$ cat src/rtl/spi_bus_arbiter_if.sv
// Request/response signals of the fetch and data ports plus the shared SPI pins.
// The arbiter connects through the slave modport; the requester/pin side uses master.
interface spi_bus_arbiter_if;
    logic        f_req;
    logic [23:0] f_addr;
    logic [31:0] f_rdata;
    logic        f_done;

    logic        d_req;
    logic        d_we;
    logic [23:0] d_addr;
    logic [31:0] d_wdata;
    logic [2:0]  d_nbytes;
    logic [31:0] d_rdata;
    logic        d_done;

    logic        flash_cs_n;
    logic        ram_cs_n;
    logic        spi_sclk;
    logic        spi_mosi;
    logic        spi_miso;

    modport master (
        output f_req, f_addr, d_req, d_we, d_addr, d_wdata, d_nbytes, spi_miso,
        input  f_rdata, f_done, d_rdata, d_done,
        input  flash_cs_n, ram_cs_n, spi_sclk, spi_mosi
    );

    modport slave (
        input  f_req, f_addr, d_req, d_we, d_addr, d_wdata, d_nbytes, spi_miso,
        output f_rdata, f_done, d_rdata, d_done,
        output flash_cs_n, ram_cs_n, spi_sclk, spi_mosi
    );
endinterface

$ cat src/rtl/spi_bus_arbiter.sv
// Round-robin owner of the shared SPI bus (flash fetch port, RAM data port), mode 0.
// Optional SPI_FAST_READ_EN: fetches use opcode 0x0B with 8 dummy bits after the address.
module spi_bus_arbiter #(
    parameter int unsigned CLK_DIV      = 1,
    parameter logic [7:0]  FLASH_RD_CMD = 8'h03,
    parameter logic [7:0]  RAM_RD_CMD   = 8'h03,
    parameter logic [7:0]  RAM_WR_CMD   = 8'h02
) (
    input  logic              clk,
    input  logic              rst_n,
    spi_bus_arbiter_if.slave  bus
);

    typedef enum logic [2:0] {
        ST_IDLE,
        ST_CMD,
        ST_ADDR,
        ST_DUMMY,
        ST_DATA,
        ST_END
    } state_e;

    typedef enum logic {
        PORT_FETCH = 1'b0,
        PORT_DATA  = 1'b1
    } port_e;

    localparam logic [8:0] HALF_LAST = 9'(CLK_DIV - 1);
    localparam logic [8:0] END_LAST  = 9'(2 * CLK_DIV - 1);

`ifdef SPI_FAST_READ_EN
    localparam logic [7:0] FETCH_CMD = 8'h0B;
`else
    localparam logic [7:0] FETCH_CMD = FLASH_RD_CMD;
`endif

    state_e      state_q, state_d;
    port_e       port_q, port_d;
    port_e       last_q, last_d;
    logic        we_q, we_d;
    logic [2:0]  nbytes_q, nbytes_d;
    logic [7:0]  cmd_q, cmd_d;
    logic [23:0] addr_q, addr_d;
    logic [31:0] wdata_q, wdata_d;
    logic [31:0] rx_q, rx_d;
    logic [8:0]  div_q, div_d;
    logic [5:0]  bit_q, bit_d;
    logic        sclk_q, sclk_d;
    logic        mosi_q, mosi_d;
    logic        flash_cs_n_q, flash_cs_n_d;
    logic        ram_cs_n_q, ram_cs_n_d;
    logic        f_done_q, f_done_d;
    logic        d_done_q, d_done_d;
    logic [31:0] f_rdata_q, f_rdata_d;
    logic [31:0] d_rdata_q, d_rdata_d;

    logic        grant_data;
    logic [5:0]  field_last;

    // Data bytes travel little-endian, each byte MSB first: wire bit i maps to word bit {i[4:3], ~i[2:0]}.
    function automatic logic tx_bit(state_e st, logic [5:0] idx, logic [7:0] cmd,
                                    logic [23:0] addr, logic [31:0] wdata, logic we);
        logic b;
        b = 1'b0;
        case (st)
            ST_CMD:  b = cmd[~idx[2:0]];
            ST_ADDR: b = addr[5'(6'd23 - idx)];
            ST_DATA: b = we & wdata[{idx[4:3], ~idx[2:0]}];
            default: b = 1'b0;
        endcase
        return b;
    endfunction

    always_comb begin
        case (state_q)
            ST_ADDR: field_last = 6'd23;
            ST_DATA: field_last = {nbytes_q, 3'b000} - 6'd1;
            default: field_last = 6'd7;
        endcase
    end

    always_comb begin
        // NOTE: every value written here gets a default first, so no path can infer a latch.
        state_d      = state_q;
        port_d       = port_q;
        last_d       = last_q;
        we_d         = we_q;
        nbytes_d     = nbytes_q;
        cmd_d        = cmd_q;
        addr_d       = addr_q;
        wdata_d      = wdata_q;
        rx_d         = rx_q;
        div_d        = div_q;
        bit_d        = bit_q;
        sclk_d       = sclk_q;
        mosi_d       = mosi_q;
        flash_cs_n_d = flash_cs_n_q;
        ram_cs_n_d   = ram_cs_n_q;
        f_done_d     = 1'b0;
        d_done_d     = 1'b0;
        f_rdata_d    = f_rdata_q;
        d_rdata_d    = d_rdata_q;
        grant_data   = bus.d_req && (!bus.f_req || last_q == PORT_FETCH);

        case (state_q)
            ST_IDLE: begin
                if (bus.f_req || bus.d_req) begin
                    state_d      = ST_CMD;
                    port_d       = grant_data ? PORT_DATA : PORT_FETCH;
                    last_d       = port_d;
                    we_d         = grant_data && bus.d_we;
                    addr_d       = grant_data ? bus.d_addr : bus.f_addr;
                    wdata_d      = bus.d_wdata;
                    if (grant_data && (bus.d_nbytes == 3'd1 || bus.d_nbytes == 3'd2))
                        nbytes_d = bus.d_nbytes;
                    else
                        nbytes_d = 3'd4;
                    if (!grant_data)
                        cmd_d = FETCH_CMD;
                    else
                        cmd_d = bus.d_we ? RAM_WR_CMD : RAM_RD_CMD;
                    flash_cs_n_d = grant_data;
                    ram_cs_n_d   = !grant_data;
                    mosi_d       = cmd_d[7];
                    div_d        = '0;
                    bit_d        = '0;
                    sclk_d       = 1'b0;
                    rx_d         = '0;
                end
            end

            ST_CMD, ST_ADDR, ST_DUMMY, ST_DATA: begin
                if (div_q != HALF_LAST) begin
                    div_d = div_q + 9'd1;
                end else begin
                    div_d  = '0;
                    sclk_d = !sclk_q;
                    if (!sclk_q) begin
                        if (state_q == ST_DATA && !we_q)
                            rx_d[{bit_q[4:3], ~bit_q[2:0]}] = bus.spi_miso;
                    end else if (bit_q != field_last) begin
                        bit_d  = bit_q + 6'd1;
                        mosi_d = tx_bit(state_q, bit_d, cmd_q, addr_q, wdata_q, we_q);
                    end else begin
                        bit_d = '0;
                        case (state_q)
                            ST_CMD:   state_d = ST_ADDR;
                            ST_ADDR: begin
`ifdef SPI_FAST_READ_EN
                                state_d = (port_q == PORT_FETCH) ? ST_DUMMY : ST_DATA;
`else
                                state_d = ST_DATA;
`endif
                            end
                            ST_DUMMY: state_d = ST_DATA;
                            default:  state_d = ST_END;
                        endcase
                        mosi_d = tx_bit(state_d, 6'd0, cmd_q, addr_q, wdata_q, we_q);
                        if (state_d == ST_END) begin
                            flash_cs_n_d = 1'b1;
                            ram_cs_n_d   = 1'b1;
                            if (port_q == PORT_FETCH) begin
                                f_done_d  = 1'b1;
                                f_rdata_d = rx_q;
                            end else begin
                                d_done_d  = 1'b1;
                                d_rdata_d = we_q ? 32'd0 : rx_q;
                            end
                        end
                    end
                end
            end

            ST_END: begin
                // Both selects stay high here for the chip deselect time before the next grant.
                if (div_q != END_LAST) begin
                    div_d = div_q + 9'd1;
                end else begin
                    div_d   = '0;
                    state_d = ST_IDLE;
                end
            end

            default: state_d = ST_IDLE;
        endcase
    end

    always_ff @(posedge clk) begin
        // NOTE: state registers use non-blocking assignment so every flop samples pre-edge values.
        if (!rst_n) begin
            state_q      <= ST_IDLE;
            port_q       <= PORT_FETCH;
            last_q       <= PORT_DATA;
            we_q         <= 1'b0;
            nbytes_q     <= 3'd4;
            cmd_q        <= '0;
            addr_q       <= '0;
            wdata_q      <= '0;
            rx_q         <= '0;
            div_q        <= '0;
            bit_q        <= '0;
            sclk_q       <= 1'b0;
            mosi_q       <= 1'b0;
            flash_cs_n_q <= 1'b1;
            ram_cs_n_q   <= 1'b1;
            f_done_q     <= 1'b0;
            d_done_q     <= 1'b0;
            f_rdata_q    <= '0;
            d_rdata_q    <= '0;
        end else begin
            state_q      <= state_d;
            port_q       <= port_d;
            last_q       <= last_d;
            we_q         <= we_d;
            nbytes_q     <= nbytes_d;
            cmd_q        <= cmd_d;
            addr_q       <= addr_d;
            wdata_q      <= wdata_d;
            rx_q         <= rx_d;
            div_q        <= div_d;
            bit_q        <= bit_d;
            sclk_q       <= sclk_d;
            mosi_q       <= mosi_d;
            flash_cs_n_q <= flash_cs_n_d;
            ram_cs_n_q   <= ram_cs_n_d;
            f_done_q     <= f_done_d;
            d_done_q     <= d_done_d;
            f_rdata_q    <= f_rdata_d;
            d_rdata_q    <= d_rdata_d;
        end
    end

    assign bus.flash_cs_n = flash_cs_n_q;
    assign bus.ram_cs_n   = ram_cs_n_q;
    assign bus.spi_sclk   = sclk_q;
    assign bus.spi_mosi   = mosi_q;
    assign bus.f_done     = f_done_q;
    assign bus.d_done     = d_done_q;
    assign bus.f_rdata    = f_rdata_q;
    assign bus.d_rdata    = d_rdata_q;

endmodule

$ cat src/flat_wrapper.sv
// flat-port wrapper written by rule: the top's interface ports become plain ports
module spi_bus_arbiter_flat 
#(
    parameter int unsigned CLK_DIV      = 1,
    parameter logic [7:0]  FLASH_RD_CMD = 8'h03,
    parameter logic [7:0]  RAM_RD_CMD   = 8'h03,
    parameter logic [7:0]  RAM_WR_CMD   = 8'h02
)
  (clk, rst_n, bus_f_req, bus_f_addr, bus_d_req, bus_d_we, bus_d_addr, bus_d_wdata, bus_d_nbytes, bus_spi_miso, bus_f_rdata, bus_f_done, bus_d_rdata, bus_d_done, bus_flash_cs_n, bus_ram_cs_n, bus_spi_sclk, bus_spi_mosi);
  spi_bus_arbiter_if bus_i ();
  input  logic clk;
  input  logic rst_n;
  input wire logic [$bits(bus_i.f_req)-1:0] bus_f_req;
  input wire logic [$bits(bus_i.f_addr)-1:0] bus_f_addr;
  input wire logic [$bits(bus_i.d_req)-1:0] bus_d_req;
  input wire logic [$bits(bus_i.d_we)-1:0] bus_d_we;
  input wire logic [$bits(bus_i.d_addr)-1:0] bus_d_addr;
  input wire logic [$bits(bus_i.d_wdata)-1:0] bus_d_wdata;
  input wire logic [$bits(bus_i.d_nbytes)-1:0] bus_d_nbytes;
  input wire logic [$bits(bus_i.spi_miso)-1:0] bus_spi_miso;
  output wire logic [$bits(bus_i.f_rdata)-1:0] bus_f_rdata;
  output wire logic [$bits(bus_i.f_done)-1:0] bus_f_done;
  output wire logic [$bits(bus_i.d_rdata)-1:0] bus_d_rdata;
  output wire logic [$bits(bus_i.d_done)-1:0] bus_d_done;
  output wire logic [$bits(bus_i.flash_cs_n)-1:0] bus_flash_cs_n;
  output wire logic [$bits(bus_i.ram_cs_n)-1:0] bus_ram_cs_n;
  output wire logic [$bits(bus_i.spi_sclk)-1:0] bus_spi_sclk;
  output wire logic [$bits(bus_i.spi_mosi)-1:0] bus_spi_mosi;
  assign bus_i.f_req = bus_f_req;
  assign bus_i.f_addr = bus_f_addr;
  assign bus_i.d_req = bus_d_req;
  assign bus_i.d_we = bus_d_we;
  assign bus_i.d_addr = bus_d_addr;
  assign bus_i.d_wdata = bus_d_wdata;
  assign bus_i.d_nbytes = bus_d_nbytes;
  assign bus_i.spi_miso = bus_spi_miso;
  assign bus_f_rdata = bus_i.f_rdata;
  assign bus_f_done = bus_i.f_done;
  assign bus_d_rdata = bus_i.d_rdata;
  assign bus_d_done = bus_i.d_done;
  assign bus_flash_cs_n = bus_i.flash_cs_n;
  assign bus_ram_cs_n = bus_i.ram_cs_n;
  assign bus_spi_sclk = bus_i.spi_sclk;
  assign bus_spi_mosi = bus_i.spi_mosi;
  spi_bus_arbiter #(.CLK_DIV(CLK_DIV), .FLASH_RD_CMD(FLASH_RD_CMD), .RAM_RD_CMD(RAM_RD_CMD), .RAM_WR_CMD(RAM_WR_CMD)) u_core (.clk(clk), .rst_n(rst_n), .bus(bus_i));
endmodule
$ cat config.mk
export PLATFORM = sky130hd
export DESIGN_NAME = spi_bus_arbiter_flat
export DESIGN_NICKNAME = d
export VERILOG_FILES = /design/src/rtl/spi_bus_arbiter_if.sv /design/src/rtl/spi_bus_arbiter.sv /design/src/flat_wrapper.sv
export SDC_FILE = /design/constraint.sdc
export NUM_CORES = 1
export LEC_CHECK = 0
export CORE_UTILIZATION = 25
export CTS_CLUSTER_SIZE = 24
export DETAILED_ROUTE_END_ITERATION = 7
export PLACE_DENSITY_LB_ADDON = 0.3
export SYNTH_ARGS = -nofsm -noshare
export SYNTH_HDL_FRONTEND = slang
export SYNTH_SLANG_ARGS = --single-unit
export TNS_END_PERCENT = 5
$ cat constraint.sdc
create_clock -name clk -period 2.9 [get_ports clk]
set_input_delay 0.58 -clock clk [delete_from_list [all_inputs] [get_ports clk]]
set_output_delay 0.58 -clock clk [all_outputs]
set_load 0.01 [all_outputs]
After elaboration in Yosys (flattened, before gate mapping)
Cells that the tools add are included.
{"block": "classes", "n_mul": 0, "n_mux": 61, "n_lt_le_gt_ge": 5, "bitwise": 12, "shifts": 0, "n_reduce_logical": 28, "addsub": 4, "n_eq_ne": 21, "div": 0}
{"cell": "two-way mux 32 bit", "count": 5}
{"cell": "case mux 32 bit (2 select lines)", "count": 1}
{"cell": "bitwise mux 32 bit", "count": 1}
{"cell": "two-way mux 3 bit", "count": 10}
{"cell": "two-way mux 9 bit", "count": 3}
{"cell": "case mux 9 bit (3 select lines)", "count": 1}
{"cell": "two-way mux 24 bit", "count": 1}
{"cell": "two-way mux 6 bit", "count": 4}
{"cell": "case mux 6 bit (2 select lines)", "count": 2}
{"cell": "two-way mux 1 bit", "count": 20}
{"cell": "less-than comparator 5 x 6 -> 1 bit (second input constant)", "count": 3}
{"cell": "AND reduction 6 bit", "count": 3}
{"cell": "equality test 3 x 2 -> 1 bit (second input constant)", "count": 4}
{"cell": "equality test 3 bit (second input constant)", "count": 4}
{"cell": "binary-select mux 1 bit (select 5 bit)", "count": 2}
{"cell": "AND reduction 5 bit", "count": 2}
{"cell": "adder 9 x 1 -> 9 bit (second input constant)", "count": 1}
{"cell": "equality test 3 x 1 -> 1 bit (second input constant)", "count": 3}
{"cell": "inequality test 9 x 1 -> 1 bit (second input constant)", "count": 1}
{"cell": "case mux 3 bit (3 select lines)", "count": 1}
{"cell": "nonzero test 9 bit", "count": 1}
{"cell": "two-way mux 8 bit", "count": 1}
{"cell": "inequality test 2 x 1 -> 1 bit (second input constant)", "count": 4}
{"cell": "inequality test 2 bit (second input constant)", "count": 4}
{"cell": "other kinds (26)", "count": 49}
{"block": "word_totals", "romBits": 0, "register_bits": 190, "mem_count": 0, "latch_bits": 0, "ram_bits": 0}

Longest topological paths before layout
{"block": "depth", "word_depth": 13, "ltp_mapped": 11, "depth_no_buf": 9}

Worst setup path before layout
OpenSTA, ideal clock, no wires.
{"block": "synth_path", "path_kind": "reg-to-reg", "start": "register u_core.bit_q[0]", "end": "register u_core.mosi_q (netlist: u_core.bus.spi_mosi)", "stages_incl_launch_ff": 12, "synth_period_minus_slack_ns": 2.718, "n_path_buf": 4, "slack_ns": 0.182, "setup_ns": 0.124, "arrival_time_ns": 2.595, "required_ns": 2.776, "path_cell_list": "dfxtp_1 -> buf_2 -> buf_2 -> inv_1 -> ha_1 -> clkbuf_1 -> clkbuf_1 -> mux4_2 -> mux2i_1 -> nand3b_1 -> nand4_1 -> a31oi_1"}
{"block": "synth_via", "elab_chain_len": 10, "word_cells_on_any_way": 16, "cone_classes": "add/sub: 2; eq/ne: 1; mux: 11; bitwise: 2"}
{"element": "start: declaration", "line": "spi_bus_arbiter.sv:47", "text": "logic [5:0] bit_q, bit_d;"}
{"element": "start signal: assignment", "line": "spi_bus_arbiter.sv:221", "text": "bit_q <= bit_d;"}
{"element": "branches (longest 6 deep; another with adder 6 x 1 -> 6 bit)"}
{"element": "two-way mux 1 bit *", "line": "spi_bus_arbiter.sv:141", "text": "end else if (bit_q != field_last) begin"}
{"element": "two-way mux 1 bit *", "line": "spi_bus_arbiter.sv:138", "text": "if (!sclk_q) begin"}
{"element": "two-way mux 1 bit *", "line": "spi_bus_arbiter.sv:133", "text": "if (div_q != HALF_LAST) begin"}
{"element": "case mux 1 bit (2 select lines) *", "line": "spi_bus_arbiter.sv:105", "text": "case (state_q)"}
{"element": "end signal: assignment", "line": "spi_bus_arbiter.sv:223", "text": "mosi_q <= mosi_d;"}
{"element": "end: declaration", "line": "spi_bus_arbiter.sv:49", "text": "logic mosi_q, mosi_d;"}
Mark *: on every way between the ends. The select of a mux whose other input is x is not followed.
A chain may end at the register's enable or synchronous reset.

Final worst setup path
{"block": "layout_path", "start": "register u_core.nbytes_q[0]", "end": "register u_core.f_rdata_q[19] (netlist: u_core.bus.f_rdata[19])"}
{"block": "layout_via", "elab_chain_len": 5}
{"element": "start: declaration", "line": "spi_bus_arbiter.sv:41", "text": "logic [2:0] nbytes_q, nbytes_d;"}
{"element": "start signal: assignment", "line": "spi_bus_arbiter.sv:215", "text": "nbytes_q <= nbytes_d;"}
{"element": "subtractor 6 x 1 -> 6 bit", "line": "spi_bus_arbiter.sv:77", "text": "ST_DATA: field_last = {nbytes_q, 3'b000} - 6'd1;"}
{"element": "case mux 6 bit (2 select lines)", "line": "spi_bus_arbiter.sv:75", "text": "case (state_q)"}
{"element": "inequality test 6 bit", "line": "spi_bus_arbiter.sv:141"}
{"element": "inverter 1 bit (no line)"}
{"element": "AND reduction 6 bit (no line)"}
{"element": "end signal: assignment", "line": "spi_bus_arbiter.sv:228", "text": "f_rdata_q <= f_rdata_d;"}
{"element": "end: declaration", "line": "spi_bus_arbiter.sv:54", "text": "logic [31:0] f_rdata_q, f_rdata_d;"}
Every way passes these cells.

==> out/qor.txt <==
simple-gate share of the synthesized area -> 0.216
reg-to-reg startpoint -> u_core.nbytes_q[0]
syn_nets -> 1045
Max IR drop VDD -> 0.410 mV
vias per cell -> 4.53
Synth Area in Compound Gates -> 0.0844
Core ar. -> 33400 um^2
vias -> 6966
share of cells above drive strength 1 -> 0.0807
worst skew pair latency -> 440 ps
global-route met1 utilization -> 0.177
DR WL/cell -> 14.7 um
Leak Pwr -> 4.22 nW
critical path's slowest cell -> dfxtp_1
clock sink total -> 184
largest net degree at the start of global routing -> 130
Die Footprint -> 34600 um^2
GR Overflow Total -> 0
Initial Util -> 0.253
P per Cell Area -> 613 nW/um^2
Tcrit/Tclk final -> 0.903
Synth Area in Adders -> 0.0163
distinct cell type count after synthesis -> 58
fillcell total -> 3414
CTS root buf -> clkbuf_16
first drt pass iteration count -> 6
mux cell area share after synthesis -> 0.190
WL final -> 22.6 mm
PortBufs -> 158
worst r2r dst -> u_core.bus.f_rdata[19]
met2 usage in global routing -> 0.221
Worst-path clk slew -> 80 ps
Arrival @ worst endpoint -> 2980 ps
CP required -> 3260 ps
hpwl dp -> 15.0 mm
I/O pin total -> 159
area grow syn2layout -> 33.0%
largest family of logic cells by synthesized area -> simple AND/OR/NAND/NOR gates
Setup Total Neg Slack -> 0 ps
first-pass GRT wire length -> 36.3 mm
Period minus WS final -> 2620 ps
row count -> 67
max incr delay on CP -> 410 ps
CTS Hold Bufs -> 0
final hold violations -> 0
YS warnings -> 0
top_reg_cell synth -> dfxtp_1
global-route met3 utilization -> 0.0288
Synth Area in XOR/XNOR -> 0.0174
CTS tree -> done
Slew Viols, Final -> 0
Yosys reg bits -> 184
Multi-input gate area -> 4470 um^2
Worst-Margin Slew -> 659 ps
number of buffers created by CTS -> 17
Final setup violation count -> 0
CTS H-tree lvls -> 4
initial antenna violation count -> 0
Hold EP -> u_core.last_q
Iter 0 DRT Violations -> 299
register area share after synthesis -> 0.435
CP cell instances -> inv_1, ha_1, or3b_1, a21oi_1, xnor2_1, o211ai_2, nor3_4, buf_4, clkbuf_16, mux2i_1
Die Span Y -> 186 um
Post-Syn Instances -> 945
crit-path max FO -> 16
Avg Cell Area, Syn -> 8.96 um^2
register area -> 3680 um^2
Slew headroom -> 0.560
critical path capture point type -> flop
utilization after layout -> 0.337
number of flops mapped to enable cells by yosys -> 0
post-synth top area cell -> dfxtp_1
Nets -> 1177
ant diodes -> 0
Reg2Reg Depth -> 10
die width -> 186 um
GPL Wtd Cong -> 0.801
total global-route track usage -> 0.134
hold path depth -> 2
RSZ-0062 raised after global routing -> no
Worst path top cell family by delay -> simple AND/OR/NAND/NOR gates
number of global-route vias before repair -> 6767
max-cap violation count -> 0
CP Class -> flop to flop
Clock Skew -> 17.1 ps
setup slack, reg-to-reg -> 280 ps
Async SR Flop Fraction -> 0
Min-Delay Path Class -> input pin to flop
Buf+Inv Stages, Crit Path -> 3
outcome -> finished with violations
Residual DRC -> 2
Fmax achieved -> 0.382 GHz
area share of the largest cell type after synthesis -> 0.435
Mapped Area -> 8470 um^2
top post-synthesis cells by area -> dfxtp_1 (43%), mux2i_1 (15%), nand2_1 (8.2%), nor2_1 (3.9%), mux4_2 (3.7%)
failing checks -> design-rule violations
Hold Startpoint -> rst_n
antenna-violating nets left -> 0
CP startpoint kind -> flop
GR peak layer -> met2
Clock Path Buffers -> 2
==> cells in the mapped netlist, types with 2 or more instances <==
master,count
nand2_1,186
dfxtp_1,184
mux2i_1,129
nor2_1,89
clkbuf_1,48
nand3_1,46
a21oi_1,44
nand3b_1,35
a211oi_1,25
mux4_2,14
ha_1,11
nor3_1,11
buf_1,10
xnor2_1,10
buf_2,9
inv_1,9
buf_4,6
nand4_1,5
o21ai_0,5
o21ai_1,5
xor2_1,5
a31oi_1,4
and2_1,4
a32oi_1,3
and3_1,3
o2111ai_1,3
o211ai_1,3
a22oi_1,2
a311oi_1,2
and3b_1,2
nor2b_1,2
nor3b_1,2
nor4_1,2
o21a_1,2
or4b_1,2
==> cell type report <==
| cell class | instances | area share |
|---|---|---|
| multi-input combinational | 678 | 0.397 |
| sequential | 184 | 0.327 |
| timing repair buffer | 186 | 0.165 |
| tap | 448 | 0.0498 |
| clock buffer | 17 | 0.0378 |
| clock inverter | 15 | 0.0198 |
| inverter | 10 | 0.00333 |
==> how the worst max path moves through the flow <==
stage | startpoint | end | cells past startpoint
2_1_floorplan | u_core.bit_q[0] | u_core.bus.spi_mosi | 11
3_3_place_gp | u_core.nbytes_q[0] | u_core.bus.d_rdata[15] | 9
3_5_place_dp | u_core.nbytes_q[0] | u_core.bus.d_rdata[7] | 9
4_1_cts | u_core.nbytes_q[0] | u_core.bus.d_rdata[7] | 9
5_1_grt | u_core.nbytes_q[0] | u_core.bus.f_rdata[27] | 10
6_report | u_core.nbytes_q[0] | u_core.bus.f_rdata[19] | 10
==> report_power, final <==
part           internal [mW]  switching, mW
Combinational          0.596          0.851
Sequential              2.74          0.144
Clock                   1.41           1.15
==> sequential cells by signal, indices dropped and copies added, names as in the netlist, 2 cells and up <==
name / flops
u_core.bus.d_rdata: 32
u_core.cmd_q: 2
u_core.rx_q: 32
u_core.nbytes_q: 3
u_core.div_q: 9
u_core.state_q: 3
u_core.bit_q: 6
u_core.bus.f_rdata: 32
u_core.wdata_q: 32
u_core.addr_q: 24
==> placed cells by master (no fill, tap or decap), types with 3 or more instances in the layout <==
master	netlist	routed
a21oi_1	44	44
a211oi_1	25	25
buf_4	6	23
o21ai_1	5	5
inv_1	9	9
nor3_1	11	11
ha_1	11	11
buf_12	0	4
nand4_1	5	5
mux2i_1	129	129
o2111ai_1	3	3
xor2_1	5	5
a31oi_1	4	4
xnor2_1	10	10
nor2_1	89	88
nand3b_1	35	35
dfxtp_1	184	184
o211ai_1	3	3
mux4_2	14	14
and2_1	4	4
a32oi_1	3	3
nand2_1	186	186
clkdlybuf4s50_1	0	157
bufinv_16	0	3
inv_8	0	5
inv_6	0	3
and3_1	3	3
nand3_1	46	46
clkbuf_16	0	18
o21ai_0	5	5
==> routing by layer <==
layer / vias to the layer above / wire length, um
met5: - / 0
met4: 0 / 225
met3: 18 / 963
met2: 154 / 10700
met1: 3256 / 10700
li1: 3538 / -
==> kinds of logic after synthesis <==
logic type | Yosys count
buffers and inverters | 83
adders and majority gates | 11
muxes | 143
xor gates and xnor gates | 16
AOI/OAI and AO/OA | 109
and+or+nand+nor | 399
DFF | 184
==> stage by stage <==
step | hold slack, ps | worst slack [ps] | area [um^2] | total power, mW | std cells
after floorplan | 433 | 182 | 8470 | 3.88 | 945
after detailed placement | 446 | 256 | 10600 | 4.41 | 1503
final | 444 | 281 | 11300 | 6.90 | 1538
after global placement | 440 | 292 | 10600 | 4.38 | 1503
after global routing | 443 | 32.3 | 11300 | 7.28 | 1538
after CTS | 430 | 212 | 11200 | 7.00 | 1535
==> repair_timing <==
| action | CTS | global route |
|---|---|---|
| endpoints found under the setup margin | 0 | 22 |
| setup buffers | 0 | 2 |
| gates resized for setup | 0 | 1 |
Power figures use the tool's default switching activity.
